**src/rtl/accumulating_adder_ctrl_pkg.sv**
```systemverilog
// Shared types and default sizing for the accumulating adder controller.
package acc_adder_pkg;

    typedef enum logic [1:0] {
        IDLE  = 2'd0,
        ACCUM = 2'd1,
        DONE  = 2'd2
    } acc_state_t;

    localparam int NBITS_DEF   = 16;
    localparam int MAX_OPS_DEF = 8;

endpackage

```
**src/rtl/accumulating_adder_ctrl_cla.sv**
```systemverilog
// Nbits-wide carry look-ahead adder built from generate/propagate terms.
module CarryLookAheadAdderContinuousAssigment #(
    parameter int Nbits = 16
) (
    input  logic [Nbits-1:0] a_in,
    input  logic [Nbits-1:0] b_in,
    input  logic             Cin,
    output logic [Nbits-1:0] sum,
    output logic             Cout
);

    logic [Nbits-1:0] gen;
    logic [Nbits-1:0] prop;
    logic [Nbits:0]   carry;

    assign gen      = a_in & b_in;
    assign prop     = a_in ^ b_in;
    assign carry[0] = Cin;

    for (genvar i = 0; i < Nbits; i++) begin : g_carry
        assign carry[i+1] = gen[i] | (prop[i] & carry[i]);
    end

    assign sum  = prop ^ carry[Nbits-1:0];
    assign Cout = carry[Nbits];

endmodule

```
**src/rtl/accumulating_adder_ctrl.sv**
```systemverilog
// Burst operand accumulator feeding a CLA adder; counts carry-outs per burst.
// Optional saturation (sat output, acc clamps to all-ones) under ACC_SAT_EN.
module accumulating_adder_ctrl
    import acc_adder_pkg::*;
#(
    parameter  int Nbits   = NBITS_DEF,
    parameter  int MAX_OPS = MAX_OPS_DEF,
    localparam int CNT_W   = $clog2(MAX_OPS + 1)
) (
    input  logic             clk,
    input  logic             reset,
    input  logic             start,
    input  logic [CNT_W-1:0] num_ops,
    input  logic             op_valid,
    input  logic [Nbits-1:0] op_data,
    output logic             op_ready,
    output logic             res_valid,
    input  logic             res_ready,
    output logic [Nbits-1:0] result,
    output logic [CNT_W-1:0] carry_cnt,
`ifdef ACC_SAT_EN
    output logic             sat,
`endif
    output logic             busy
);

    acc_state_t       state_q, state_d;
    logic [Nbits-1:0] acc_q, acc_d;
    logic [CNT_W-1:0] carry_cnt_q, carry_cnt_d;
    logic [CNT_W-1:0] remaining_q, remaining_d;
    logic             sat_q, sat_d;

    logic [Nbits-1:0] add_sum;
    logic             add_cout;

    CarryLookAheadAdderContinuousAssigment #(
        .Nbits(Nbits)
    ) u_cla (
        .a_in (acc_q),
        .b_in (op_data),
        .Cin  (1'b0),
        .sum  (add_sum),
        .Cout (add_cout)
    );

    always_comb begin
        state_d     = state_q;
        acc_d       = acc_q;
        carry_cnt_d = carry_cnt_q;
        remaining_d = remaining_q;
        sat_d       = sat_q;
        case (state_q)
            IDLE: begin
                if (start) begin
                    acc_d       = '0;
                    carry_cnt_d = '0;
                    sat_d       = 1'b0;
                    remaining_d = (num_ops > CNT_W'(MAX_OPS)) ? CNT_W'(MAX_OPS) : num_ops;
                    state_d     = (num_ops == '0) ? DONE : ACCUM;
                end
            end
            ACCUM: begin
                if (op_valid) begin
`ifdef ACC_SAT_EN
                    // once any carry is seen the burst stays pinned at all-ones
                    if (sat_q || add_cout) begin
                        acc_d = '1;
                        sat_d = 1'b1;
                    end else begin
                        acc_d = add_sum;
                    end
`else
                    acc_d = add_sum;
`endif
                    carry_cnt_d = carry_cnt_q + CNT_W'(add_cout);
                    remaining_d = remaining_q - 1'b1;
                    if (remaining_q == CNT_W'(1)) begin
                        state_d = DONE;
                    end
                end
            end
            DONE: begin
                if (res_ready) begin
                    state_d = IDLE;
                end
            end
            default: state_d = IDLE;
        endcase
    end

    always_ff @(posedge clk) begin
        if (reset) begin
            state_q     <= IDLE;
            acc_q       <= '0;
            carry_cnt_q <= '0;
            remaining_q <= '0;
            sat_q       <= 1'b0;
        end else begin
            state_q     <= state_d;
            acc_q       <= acc_d;
            carry_cnt_q <= carry_cnt_d;
            remaining_q <= remaining_d;
            sat_q       <= sat_d;
        end
    end

    assign op_ready  = (state_q == ACCUM);
    assign res_valid = (state_q == DONE);
    assign busy      = (state_q == ACCUM) || (state_q == DONE);
    assign result    = acc_q;
    assign carry_cnt = carry_cnt_q;

`ifdef ACC_SAT_EN
    assign sat = sat_q;
`else
    logic unused_sat;
    assign unused_sat = sat_q ^ sat_d;
`endif

endmodule

```
**config.mk**
```make
export PLATFORM = sky130hd
export DESIGN_NAME = accumulating_adder_ctrl
export DESIGN_NICKNAME = d
export VERILOG_FILES = /design/src/rtl/accumulating_adder_ctrl_pkg.sv /design/src/rtl/accumulating_adder_ctrl_cla.sv /design/src/rtl/accumulating_adder_ctrl.sv
export SDC_FILE = /design/constraint.sdc
export NUM_CORES = 1
export LEC_CHECK = 0
export CAP_MARGIN = 20
export CORE_MARGIN = 5
export CORE_UTILIZATION = 55
export DETAILED_ROUTE_END_ITERATION = 8
export DONT_BUFFER_PORTS = 1
export GPL_TIMING_DRIVEN = 1
export MAX_ROUTING_LAYER = met4
export PLACE_DENSITY = 0.7
export SLEW_MARGIN = 0
export SYNTH_ARGS = -nofsm -noshare
export SYNTH_HDL_FRONTEND = slang
export SYNTH_SLANG_ARGS = --single-unit
```
**constraint.sdc**
```tcl
create_clock -name clk -period 8.25 [get_ports clk]
set_input_delay 0.825 -clock clk [delete_from_list [all_inputs] [get_ports clk]]
set_output_delay 0.825 -clock clk [all_outputs]
set_load 0.02 [all_outputs]
```
Yosys cells after proc, flatten, opt, wreduce, memory -nomap -nowiden
Index checks and enable logic that the tools add are counted.
Storage, ports and cells
  output and inout bits: 23
  flip-flop bits (word level): 26
  input bits: 25
  word-level logic and storage cells: 69
Operators by class
  $lt $le $gt $ge: 1
  bitwise logic cells: 33
  reduce and logical (&&, ||, !) cells: 6
  multiplexer cells: 16
  eq/ne operators: 7
  add/sub/neg operators: 2
Operator list (number)
  $mux W16: 2
  $pmux W16 S2: 1
  $xor A16 B16 Y16: 2
  $mux W4: 5
  $and A16 B16 Y16: 1
  $pmux W4 S2: 2
  $and A1 B1 Y1: 15
  $or A1 B1 Y1: 15
  $mux W2: 5
  $pmux W2 S3: 1
  $add A4 B1 Y4: 1
  $eq A4 B1 Y1 const B: 1
  $gt A4 B4 Y1 const B: 1
  $logic_not A4 Y1: 1
  $ne A2 B1 Y1 const B: 2
  $ne A2 B2 Y1 const B: 2
  $reduce_and A4 Y1: 1
  $sub A4 B1 Y4 const B: 1
  $reduce_and A3 Y1: 1
  $eq A2 B1 Y1 const B: 1
  $eq A2 B2 Y1 const B: 1
  $logic_not A2 Y1: 1
  $reduce_bool A2 Y1: 1
  $logic_or A1 B1 Y1: 1

Longest topological paths before layout
Gate-level depths: netlist (run 1).
  word-level depth: 34
  depth in mapped cells: 23
  gate-level depth less buffers: 23

Hierarchy
Synthesis (run 1) repeated with hierarchy kept, for this count alone.
Unflattened totals
  cell total of the unflattened synthesis: 160
  area total of the unflattened synthesis: 1526.5 um2
Modules (own cells, without submodules)
  accumulating_adder_ctrl: instances 1, area each 1168.6 um2, cells an instance 134, seq. area each 520.5 um2
  CarryLookAheadAdderContinuousAssigment: instances 1, area each 357.8 um2, cells an instance 26, seq. area each 0.0 um2

Least setup slack after synthesis (run 1)
OpenSTA, ideal clock, no wires.
  kind: input -> register
  start: input op_data[0]
  end: register carry_cnt_q[2], in the netlist carry_cnt[2]
  path buffers: 0
  cell stages on the path: 23
  library setup time: 118 ps
  data arrival time: 7439 ps
  required time: 8132 ps
  path slack: 692 ps
  cell sequence: ha_1 > inv_1 > fa_1 > fa_1 > fa_1 > fa_1 > fa_1 > fa_1 > fa_1 > fa_1 > fa_1 > fa_1 > fa_1 > fa_1 > fa_1 > fa_1 > fa_1 > inv_1 > ha_1 > ha_1 > nor4b_1 > xnor2_1 > nor2_1
On the way
  longest elaborated chain between the ends: 34
RTL lines
  from (decl): line accumulating_adder_ctrl.sv:15  | input logic [Nbits-1:0] op_data,
  $and A16 B16 Y16: line accumulating_adder_ctrl_cla.sv:16  | assign gen = a_in & b_in;
  $and A1 B1 Y1: line accumulating_adder_ctrl_cla.sv:21  | assign carry[i+1] = gen[i] | (prop[i] & carry[i]);
  $or A1 B1 Y1: line accumulating_adder_ctrl_cla.sv:21
  $and A1 B1 Y1: line accumulating_adder_ctrl_cla.sv:21
  $or A1 B1 Y1: line accumulating_adder_ctrl_cla.sv:21
  $and A1 B1 Y1: line accumulating_adder_ctrl_cla.sv:21
  $or A1 B1 Y1: line accumulating_adder_ctrl_cla.sv:21
  $and A1 B1 Y1: line accumulating_adder_ctrl_cla.sv:21
  [... 18 more ...]
  $or A1 B1 Y1: line accumulating_adder_ctrl_cla.sv:21
  $and A1 B1 Y1: line accumulating_adder_ctrl_cla.sv:21
  $or A1 B1 Y1: line accumulating_adder_ctrl_cla.sv:21
  $and A1 B1 Y1: line accumulating_adder_ctrl_cla.sv:21
  $or A1 B1 Y1: line accumulating_adder_ctrl_cla.sv:21
  $add A4 B1 Y4: line accumulating_adder_ctrl.sv:75  | carry_cnt_d = carry_cnt_q + CNT_W'(add_cout);
  $mux W4: line accumulating_adder_ctrl.sv:63  | if (op_valid) begin
  $pmux W4 S2: line accumulating_adder_ctrl.sv:52  | case (state_q)
  to (signal assigned): line accumulating_adder_ctrl.sv:101  | carry_cnt_q <= carry_cnt_d;
  to (decl): line accumulating_adder_ctrl.sv:29  | logic [CNT_W-1:0] carry_cnt_q, carry_cnt_d;
Every way passes these cells. The select of a mux whose other input is x is not followed.
A chain may end at the register's enable or synchronous reset.

Worst setup path after layout (run 1)
  start: register acc_q[0], in the netlist result[0]
  end: register carry_cnt_q[2], in the netlist carry_cnt[2]
On the way
  longest elaborated chain between the ends: 34
RTL lines
  from (decl): line accumulating_adder_ctrl.sv:28  | logic [Nbits-1:0] acc_q, acc_d;
  from (signal assigned): line accumulating_adder_ctrl.sv:94  | acc_q <= '0;
  from (signal assigned): line accumulating_adder_ctrl.sv:100  | acc_q <= acc_d;
  $and A16 B16 Y16: line accumulating_adder_ctrl_cla.sv:16
  $and A1 B1 Y1: line accumulating_adder_ctrl_cla.sv:21
  $or A1 B1 Y1: line accumulating_adder_ctrl_cla.sv:21
  $and A1 B1 Y1: line accumulating_adder_ctrl_cla.sv:21
  $or A1 B1 Y1: line accumulating_adder_ctrl_cla.sv:21
  $and A1 B1 Y1: line accumulating_adder_ctrl_cla.sv:21
  $or A1 B1 Y1: line accumulating_adder_ctrl_cla.sv:21
  $and A1 B1 Y1: line accumulating_adder_ctrl_cla.sv:21
  [... 18 more ...]
  $or A1 B1 Y1: line accumulating_adder_ctrl_cla.sv:21
  $and A1 B1 Y1: line accumulating_adder_ctrl_cla.sv:21
  $or A1 B1 Y1: line accumulating_adder_ctrl_cla.sv:21
  $and A1 B1 Y1: line accumulating_adder_ctrl_cla.sv:21
  $or A1 B1 Y1: line accumulating_adder_ctrl_cla.sv:21
  $add A4 B1 Y4: line accumulating_adder_ctrl.sv:75
  $mux W4: line accumulating_adder_ctrl.sv:63
  $pmux W4 S2: line accumulating_adder_ctrl.sv:52
Every way passes these cells. The select of a mux whose other input is x is not followed.

==> reports/results.tsv, run 1 <==
metric	value	unit
status	completed	
grt_pass1_wl	5.62	mm
drtAntennaViolNets	0	
cts-hold-fix-buffers	0	
cp.arrival	7.82	ns
clk_pin_slew_worst_paths	0.15	ns
ctsResizeCount	0	
synth_fa_ha_area_share	24.1	%
rsz0062_at_grt	false	
cts-htree-levels	1	
placed_cell_area	0.00167	sq mm
crit_path_end_kind	register	
totalNegativeSetupSlack	0	ns
slew_headroom	44.5	%
required	8.49	ns
nets	236	
first_global_vias	1264	
cp_max_fo	3	
cpPeakStageDelay	0.50	ns
ys_seq_area_share	31.4	%
clock_latency	0.33	ns
boundaryPins	48	
start_util	55.7	%
finalSetupViolCount	0	
cts_sinks	26	
slowest_stage	dfxtp_1	
multiInputGateArea	908	sq um
area_delta_synth_final	2.56	%
hold_violations	0	
post_cts_buffers	0	
fin_crit	7.58	ns
clock-skew-final	0.00230	ns
antenna_found_initial	0	
critPathBufInv	2	
period_share	91.9	%
regArea	520	sq um
yosysUniqueCellTypes	31	
cap_violations	0	
dr.pass1.iters	4	
synth_area	0.00166	sq mm
ctsLongestPathBuffers	2	
cp-start-kind	register	
root_buffer	clkbuf_4	
cts_buffers	3	
critPathTopFamily	adder cells	
fin_util	57.1	%
avgRoutedWirePerCell	14.7	um
power_leakage	0.684	nW
crit_chain	ha_1 -> inv_1 -> fa_1 -> fa_1 -> fa_1 -> fa_1 -> fa_1 -> fa_1 -> fa_1 -> fa_1 -> fa_1 -> fa_1 -> fa_1 -> fa_1 -> fa_1 -> fa_1 -> fa_1 -> inv_1 -> ha_1 -> ha_1 -> nor4b_1 -> xnor2_1 -> nor2_1	
syn_nets	239	
synthMuxAreaShare	0	%
crit_path_frequent_cell	fa_1	
synth_seq_cells	26	
gp_congestion	0.844	
final_cell_area	0.00170	sq mm
avgSynthCellArea	8.69	sq um
netlist_instances	191	
grt_overflow	0	
viasPerCell	5.52	
synth_compound_area_share	15.8	%
drc	0	
report.final.slew_viol_count	0	
routed_wl	3.23	mm
setup.worst_path.class	register to register	
drive_above_1_share	4.28	%
tightestPinTransition	0.832	ns
grt_max_degree	26	
die_h	64.9	um
port_buffers	0	
dp_slack	0.381	ns
finalWorstSetupSlack	0.668	ns
dieArea	0.00421	sq mm
synth_xor_area_share	0.528	%
p_per_area	239	mW/mm^2
ir_worst_vdd	0.112	mV
synthSimpleGateAreaFrac	14.3	%
synth_top_family_by_area	adder cells	
fillers	261	
num_rows	20	
vias	1214	
grt_usage	17.4	%
core-area	0.00298	sq mm
dpl.hpwl	2.49	mm
drt_iter0_markers	95	
antenna_cells	0	
hold_path.class	register to register	
cts_tree	done	
die_w	64.9	um
ys.warnings.count	0	
fmax	132	MHz
sequential cells by signal, summed over array words and instances, names as in the netlist:
signal / count
carry_cnt: 4
result: 16
remaining_q: 4
state_q: 2
stage by stage:
stage / std cells / total power, W / hold WS [ns]
after detailed placement: 216 / 0.000343 / 0.503
after global routing: 220 / 0.000441 / 0.518
after CTS: 220 / 0.000410 / 0.522
after floorplan: 191 / 0.000316 / 0.455
final: 220 / 0.000406 / 0.518
after global placement: 216 / 0.000334 / 0.460
worst paths after layout:
check,startpoint,endpoint,slack (ns),cells past startpoint
max,result[0],carry_cnt[2],0.67,23
min,state_q[0],state_q[0],0.52,2
max reg2reg,result[0],carry_cnt[2],0.67,23
min reg2reg,state_q[0],state_q[0],0.52,2
cell usage after synthesis, drive strengths merged:
cell type,number,area share (%)
inv,52,12
dfxtp,26,31
nor2,23,5.4
a22oi,18,8.1
fa,15,18
ha,8,6.0
a21oi,5,1.5
buf,5,1.4
nand2,5,1.1
nor2b,5,2.8
o21ai,4,1.2
clkbuf,3,0.68
nand3,3,0.90
a211oi,2,0.90
nand2b,2,0.75
nor4,2,0.75
or3,2,0.75
a2111oi,1,1.7
a221oi,1,0.53
a31oi,1,0.38
nand3b,1,0.45
nor3,1,0.30
nor4b,1,0.53
o21bai,1,0.45
o2bb2ai,1,0.53
o31a,1,0.53
or3b,1,0.53
xnor2,1,0.53
per-layer routing:
metal	GRT usage (%)	part of all wire [%]	up-vias
li1	-	-	588
met2	29.8	52	36
met3	3.12	5.6	5
met4	6.07	1.5	0
met1	20.5	41	585
met5	-	0	-
tightest hold or removal path, delay by kind of cell (launching register included):
kind / cells / cell delay, ns
compound gates: 1 / 0.06
flops: 1 / 0.36
simple gates: 1 / 0.08
power breakdown:
| group | switching, W | internal, W | leakage [nW] | total [W] |
|---|---|---|---|---|
| logic | 0.000113 | 0.0000626 | 0.453 | 0.000175 |
| clock network | 0.0000397 | 0.0000270 | 0.0210 | 0.0000667 |
| registers | 0.0000218 | 0.000142 | 0.211 | 0.000164 |
kinds of logic after synthesis:
kind of cell             after synthesis
AO/OA/AOI/OAI                         35
adder cells (fa/ha/maj)               23
flip-flops                            26
buffers and inverters                 60
XOR/XNOR                               1
AND/OR/NAND/NOR                       46
placed cells by master, fill, tap and decap left out:
cell,instances
dfxtp_1,26
or3_1,2
a31oi_1,1
o2bb2ai_1,1
nand3b_1,1
clkbuf_8,1
nand2_1,5
inv_1,52
nor4b_1,1
a2111oi_4,1
a221oi_1,1
ha_1,8
nand2b_1,2
o21ai_0,4
or3b_1,1
nor2b_1,3
nor2_2,1
a211oi_1,2
fa_1,15
o31a_1,1
nor2_1,22
o21bai_1,1
nand3_1,3
a22oi_1,18
nor3_1,1
xnor2_1,1
a21oi_1,5
nor4_1,2
nor2b_4,2
clkbuf_4,3
final cells by class:
class,instances,share of cell area [%]
multi-input combinational,105,53.4
inverter,52,11.5
sequential,26,30.6
clock buffer,4,2.13
tap,33,2.43
(Power assumes the default switching activity.)
==> run 2, diff against run 1 <==
--- a/config.mk
+++ b/config.mk
@@ -6,13 +6,13 @@
 export NUM_CORES = 1
 export LEC_CHECK = 0
 export CAP_MARGIN = 20
-export CORE_MARGIN = 5
-export CORE_UTILIZATION = 55
+export CORE_MARGIN = 3
+export CORE_UTILIZATION = 54
 export DETAILED_ROUTE_END_ITERATION = 8
 export DONT_BUFFER_PORTS = 1
 export GPL_TIMING_DRIVEN = 1
 export MAX_ROUTING_LAYER = met4
-export PLACE_DENSITY = 0.7
+export PLACE_DENSITY = 0.69
 export SLEW_MARGIN = 0
 export SYNTH_ARGS = -nofsm -noshare
 export SYNTH_HDL_FRONTEND = slang
==> reports/results.tsv, run 2 (synthesis gave the netlist of run 1 again) <==
metric	value	unit	change
layout_common_cells	inv_1 (52), dfxtp_1 (26), nor2_1 (22), a22oi_1 (18), fa_1 (15)		unchanged
finalWorstSetupSlack	0.617	ns	was 0.668 ns
routed_wl	3.14	mm	was 3.23 mm
drc	0		unchanged
hold_depth	2		unchanged
endpoint	carry_cnt[2]		unchanged
drt_iter0_markers	67		was 95
die_h	61.4	um	was 64.9 um
dieArea	0.00377	sq mm	was 0.00421 sq mm
clock-skew-final	0.00777	ns	was 0.00230 ns
ir_worst_vdd	0.101	mV	was 0.112 mV
nets	236		unchanged
crit_path_end_kind	register		unchanged
cp.arrival	7.86	ns	was 7.82 ns
required	8.48	ns	was 8.49 ns
cts_buffers	3		unchanged
r2r_start	result[0]		unchanged
rr_endpoint	carry_cnt[2]		unchanged
dp_slack	0.332	ns	was 0.381 ns
cts_sinks	26		unchanged
finalSetupViolCount	0		unchanged
avgRoutedWirePerCell	14.4	um	was 14.7 um
antenna_found_initial	0		unchanged
num_rows	19		was 20
cts-htree-levels	1		unchanged
fmax	131	MHz	was 132 MHz
fin_crit	7.63	ns	was 7.58 ns
start_util	58.2	%	was 55.7%
grt_usage	18.2	%	was 17.4%
mostFrequentLayoutCell	inv_1		unchanged
reg2reg_setup_slack	0.62	ns	was 0.67 ns
cap_violations	0		unchanged
dr.pass1.iters	4		unchanged
port_buffers	0		unchanged
whs	0.493	ns	was 0.518 ns
rsz0062_at_grt	false		unchanged
clock_latency	0.32	ns	was 0.33 ns
hold_violations	0		unchanged
largest_reg_flops	16		unchanged
cts_tree	done		unchanged
cp-startpoint	result[0]		unchanged
setup.worst_path.class	register to register		unchanged
grt_overflow	0		unchanged
drtAntennaViolNets	0		unchanged
root_buffer	clkbuf_4		unchanged
antenna_cells	0		unchanged
boundaryPins	48		unchanged
status	completed		unchanged
first_global_vias	1178		was 1264
viasPerCell	5.55		was 5.52
tightestPinTransition	0.856	ns	was 0.832 ns
grt_max_degree	26		unchanged
cp-start-kind	register		unchanged
gp_congestion	0.807		was 0.844
clk_pin_slew_worst_paths	0.14	ns	was 0.15 ns
ctsLongestPathBuffers	2		unchanged
drive_above_1_share	4.28	%	unchanged
grt_pass1_wl	4.95	mm	was 5.62 mm
period_share	92.5	%	was 91.9%
power_leakage	0.684	nW	unchanged
slew_headroom	43.0	%	was 44.5%
reg2reg_depth	23		unchanged
totalNegativeSetupSlack	0	ns	unchanged
cp_max_fo	3		unchanged
dpl.hpwl	2.41	mm	was 2.49 mm
core-area	0.00285	sq mm	was 0.00298 sq mm
die_w	61.4	um	was 64.9 um
p_per_area	238	mW/mm^2	was 239 mW/mm^2
cts-hold-fix-buffers	0		unchanged
hold_path.class	register to register		unchanged
vias	1210		was 1214
post_cts_buffers	0		unchanged
area_delta_synth_final	2.41	%	was 2.56%
report.final.slew_viol_count	0		unchanged
ctsResizeCount	0		unchanged
fin_util	59.6	%	was 57.1%
run 2: cell counts in the layout (fill, tap and decap cells not counted):
Identical to the previous run, type by type.
run 2: layout make-up:
class	instances	area [sq um]
well taps	31	38.8
flip-flops and latches	26	520
fillers	258	1150
inverters	52	195
multi-input cells	105	908
clock buffers	4	36.3
run 2: power by group:
part           switching [W]  total [W]  internal [W]
Combinational       0.000115   0.000177     0.0000624
Sequential         0.0000214   0.000164      0.000142
Clock              0.0000374  0.0000643     0.0000269
run 2: through the flow:
step | area (sq um) | std cells | total power [W]
final | 1700 | 218 | 0.000405
after floorplan | 1660 | 191 | 0.000316
after detailed placement | 1660 | 214 | 0.000344
after global routing | 1700 | 218 | 0.000438
after CTS | 1700 | 218 | 0.000408
after global placement | 1660 | 214 | 0.000332
run 2: worst min-delay path by stage:
stage | to | start | slack, ns
global route | result[4] | reset | 0.52
CTS | state_q[0] | state_q[0] | 0.50
global placement | remaining_q[3] | remaining_q[3] | 0.46
detailed placement | state_q[0] | state_q[0] | 0.48
floorplan | remaining_q[3] | remaining_q[3] | 0.45
finish | remaining_q[3] | remaining_q[3] | 0.49
run 2: worst max-delay path, cell delays in order, from the launching register on:
cell and delay (ns):
dfxtp_1 0.51, ha_1 0.21, inv_1 0.05, fa_1 0.40
fa_1 0.41, fa_1 0.39, fa_1 0.39, fa_1 0.38
fa_1 0.38, fa_1 0.40, fa_1 0.39, fa_1 0.39
fa_1 0.40, fa_1 0.40, fa_1 0.39, fa_1 0.39
fa_1 0.39, fa_1 0.38, inv_1 0.06, ha_1 0.16
ha_1 0.15, nor4b_1 0.31, xnor2_1 0.17, nor2_1 0.05
run 2: per-layer routing:
metal	GRT usage [%]	part of all wire, %	wire (um)	vias to the layer above
met2	31.4	50	1580	33
met5	-	0	0	-
met4	5.45	0.70	22	0
met1	21.2	43	1350	587
li1	-	-	-	588
met3	3.98	5.9	184	2
==> run 3, diff against run 2 <==
--- a/config.mk
+++ b/config.mk
@@ -6,6 +6,7 @@
 export NUM_CORES = 1
 export LEC_CHECK = 0
 export CAP_MARGIN = 20
+export CORE_ASPECT_RATIO = 1.1
 export CORE_MARGIN = 3
 export CORE_UTILIZATION = 54
 export DETAILED_ROUTE_END_ITERATION = 8
==> reports/results.tsv, run 3 (synthesis gave the netlist of run 1 again) <==
metric	value	unit	change
totalNegativeSetupSlack	0	ns	unchanged
cap_violations	0		unchanged
intPower	0.000232	W	about the same
grt_max_degree	26		unchanged
core-area	0.00285	sq mm	unchanged
clock_latency	0.31	ns	was 0.32 ns
r2r_start	result[0]		unchanged
drt_iter0_markers	40		was 67
ctsLongestPathBuffers	2		unchanged
cts-hold-fix-buffers	0		unchanged
reg2reg_depth	23		unchanged
mostFrequentLayoutCell	inv_1		unchanged
cp.arrival	7.85	ns	was 7.86 ns
routed_wl	3.04	mm	was 3.14 mm
nets	236		unchanged
finalWorstSetupSlack	0.618	ns	was 0.617 ns
pwr-share-comb	43.6	%	was 43.7%
post_cts_buffers	0		unchanged
antenna_found_initial	0		unchanged
clock-skew-final	0.00100	ns	was 0.00777 ns
finalSetupViolCount	0		unchanged
area_delta_synth_final	2.56	%	was 2.41%
die_w	58.9	um	was 61.4 um
cts_sinks	26		unchanged
clk_pin_slew_worst_paths	0.14	ns	about the same
dr.pass1.iters	4		unchanged
drc	0		unchanged
drtAntennaViolNets	0		unchanged
reg2reg_setup_slack	0.62	ns	about the same
final_cell_area	0.00170	sq mm	about the same
largest_reg_flops	16		unchanged
drive_above_1_share	4.28	%	unchanged
antenna_cells	0		unchanged
dpl.hpwl	2.33	mm	was 2.41 mm
cp-start-kind	register		unchanged
die_h	64.1	um	was 61.4 um
grt_overflow	0		unchanged
port_buffers	0		unchanged
cts_buffers	3		unchanged
p_switching	0.000171	W	was 0.000174 W
required	8.47	ns	was 8.48 ns
status	completed		unchanged
root_buffer	clkbuf_4		unchanged
power_switching_share	42.4	%	was 42.8%
placed_cell_area	0.00167	sq mm	was 0.00166 sq mm
boundaryPins	48		unchanged
worstHoldStart	remaining_q[3]		unchanged
grt_pass1_wl	5.19	mm	was 4.95 mm
fmax	131	MHz	about the same
layout_common_cells	inv_1 (52), dfxtp_1 (26), nor2_1 (22), a22oi_1 (18), fa_1 (15)		unchanged
dp_slack	0.338	ns	was 0.332 ns
pwr-share-seq	40.6	%	was 40.4%
fin_util	59.6	%	about the same
hold_violations	0		unchanged
cts_tree	done		unchanged
cp-startpoint	result[0]		unchanged
worstHoldEndpoint	remaining_q[3]		unchanged
hold_depth	2		unchanged
power	0.000403	W	was 0.000405 W
power_leakage	0.684	nW	unchanged
num_rows	20		was 19
clkPwrFrac	15.8	%	was 15.9%
period_share	92.5	%	about the same
fin_crit	7.63	ns	about the same
setup.worst_path.class	register to register		unchanged
start_util	58.2	%	unchanged
grt_usage	18.0	%	was 18.2%
cp_max_fo	3		unchanged
viasPerCell	5.47		was 5.55
p_per_area	237	mW/mm^2	was 238 mW/mm^2
ir_worst_vdd	0.220	mV	was 0.101 mV
crit_path_end_kind	register		unchanged
gp_congestion	0.764		was 0.807
rsz0062_at_grt	false		unchanged
vias	1203		was 1210
rr_endpoint	carry_cnt[2]		unchanged
dieArea	0.00377	sq mm	about the same
cts-htree-levels	1		unchanged
ctsResizeCount	0		unchanged
hold_path.class	register to register		unchanged
report.final.slew_viol_count	0		unchanged
first_global_vias	1230		was 1178
avgRoutedWirePerCell	13.8	um	was 14.4 um
slew_headroom	44.0	%	was 43.0%
tightestPinTransition	0.840	ns	was 0.856 ns
run 3: cell counts in the layout (fill, tap and decap cells not counted):
Identical to the previous run, type by type.
run 3: layout make-up:
type                            instances  area [sq um]
Fill cell                             253          1150
Sequential cell                        26           520
Multi-Input combinational cell        105           908
Tap cell                               33          41.3
Inverter                               52           195
Clock buffer                            4          36.3
run 3: worst max-delay path by stage:
stage / end / slack, ns
floorplan: carry_cnt[2] / 0.69
global placement: carry_cnt[2] / 0.50
detailed placement: carry_cnt[2] / 0.34
CTS: carry_cnt[2] / 0.56
global route: carry_cnt[2] / 0.33
finish: carry_cnt[2] / 0.62
run 3: metal layers:
layer,up-vias,routed length [um],GRT usage [%]
li1,589,-,-
met3,2,170,3.43
met4,0,17,7.37
met1,581,1280,20.7
met5,-,0,-
met2,31,1570,30.2
run 3: power by group through the flow:
| stage | sequential, W | clock (W) | combinational, W |
|---|---|---|---|
| 2_1_floorplan | 0.000162 | 0 | 0.000154 |
| 3_3_place_gp | 0.000165 | 0 | 0.000169 |
| 3_5_place_dp | 0.000167 | 0 | 0.000176 |
| 4_1_cts | 0.000164 | 0.0000662 | 0.000176 |
| 5_1_grt | 0.000166 | 0.0000723 | 0.000200 |
| 6_report | 0.000163 | 0.0000635 | 0.000176 |
run 3: critical path, cell delays in order (launching register included):
cell and delay, ns:
dfxtp_1 0.50, ha_1 0.19, inv_1 0.05, fa_1 0.39, fa_1 0.40, fa_1 0.39, fa_1 0.38, fa_1 0.39
fa_1 0.40, fa_1 0.40, fa_1 0.40, fa_1 0.40, fa_1 0.39, fa_1 0.39, fa_1 0.40, fa_1 0.39
fa_1 0.40, fa_1 0.37, inv_1 0.06, ha_1 0.15, ha_1 0.14, nor4b_1 0.32, xnor2_1 0.17, nor2_1 0.05
run 3: metrics by stage:
stage	cells	hold slack, ns
final	220	0.488
after floorplan	191	0.455
after detailed placement	216	0.473
after global placement	216	0.458
after global routing	220	0.519
after CTS	220	0.492
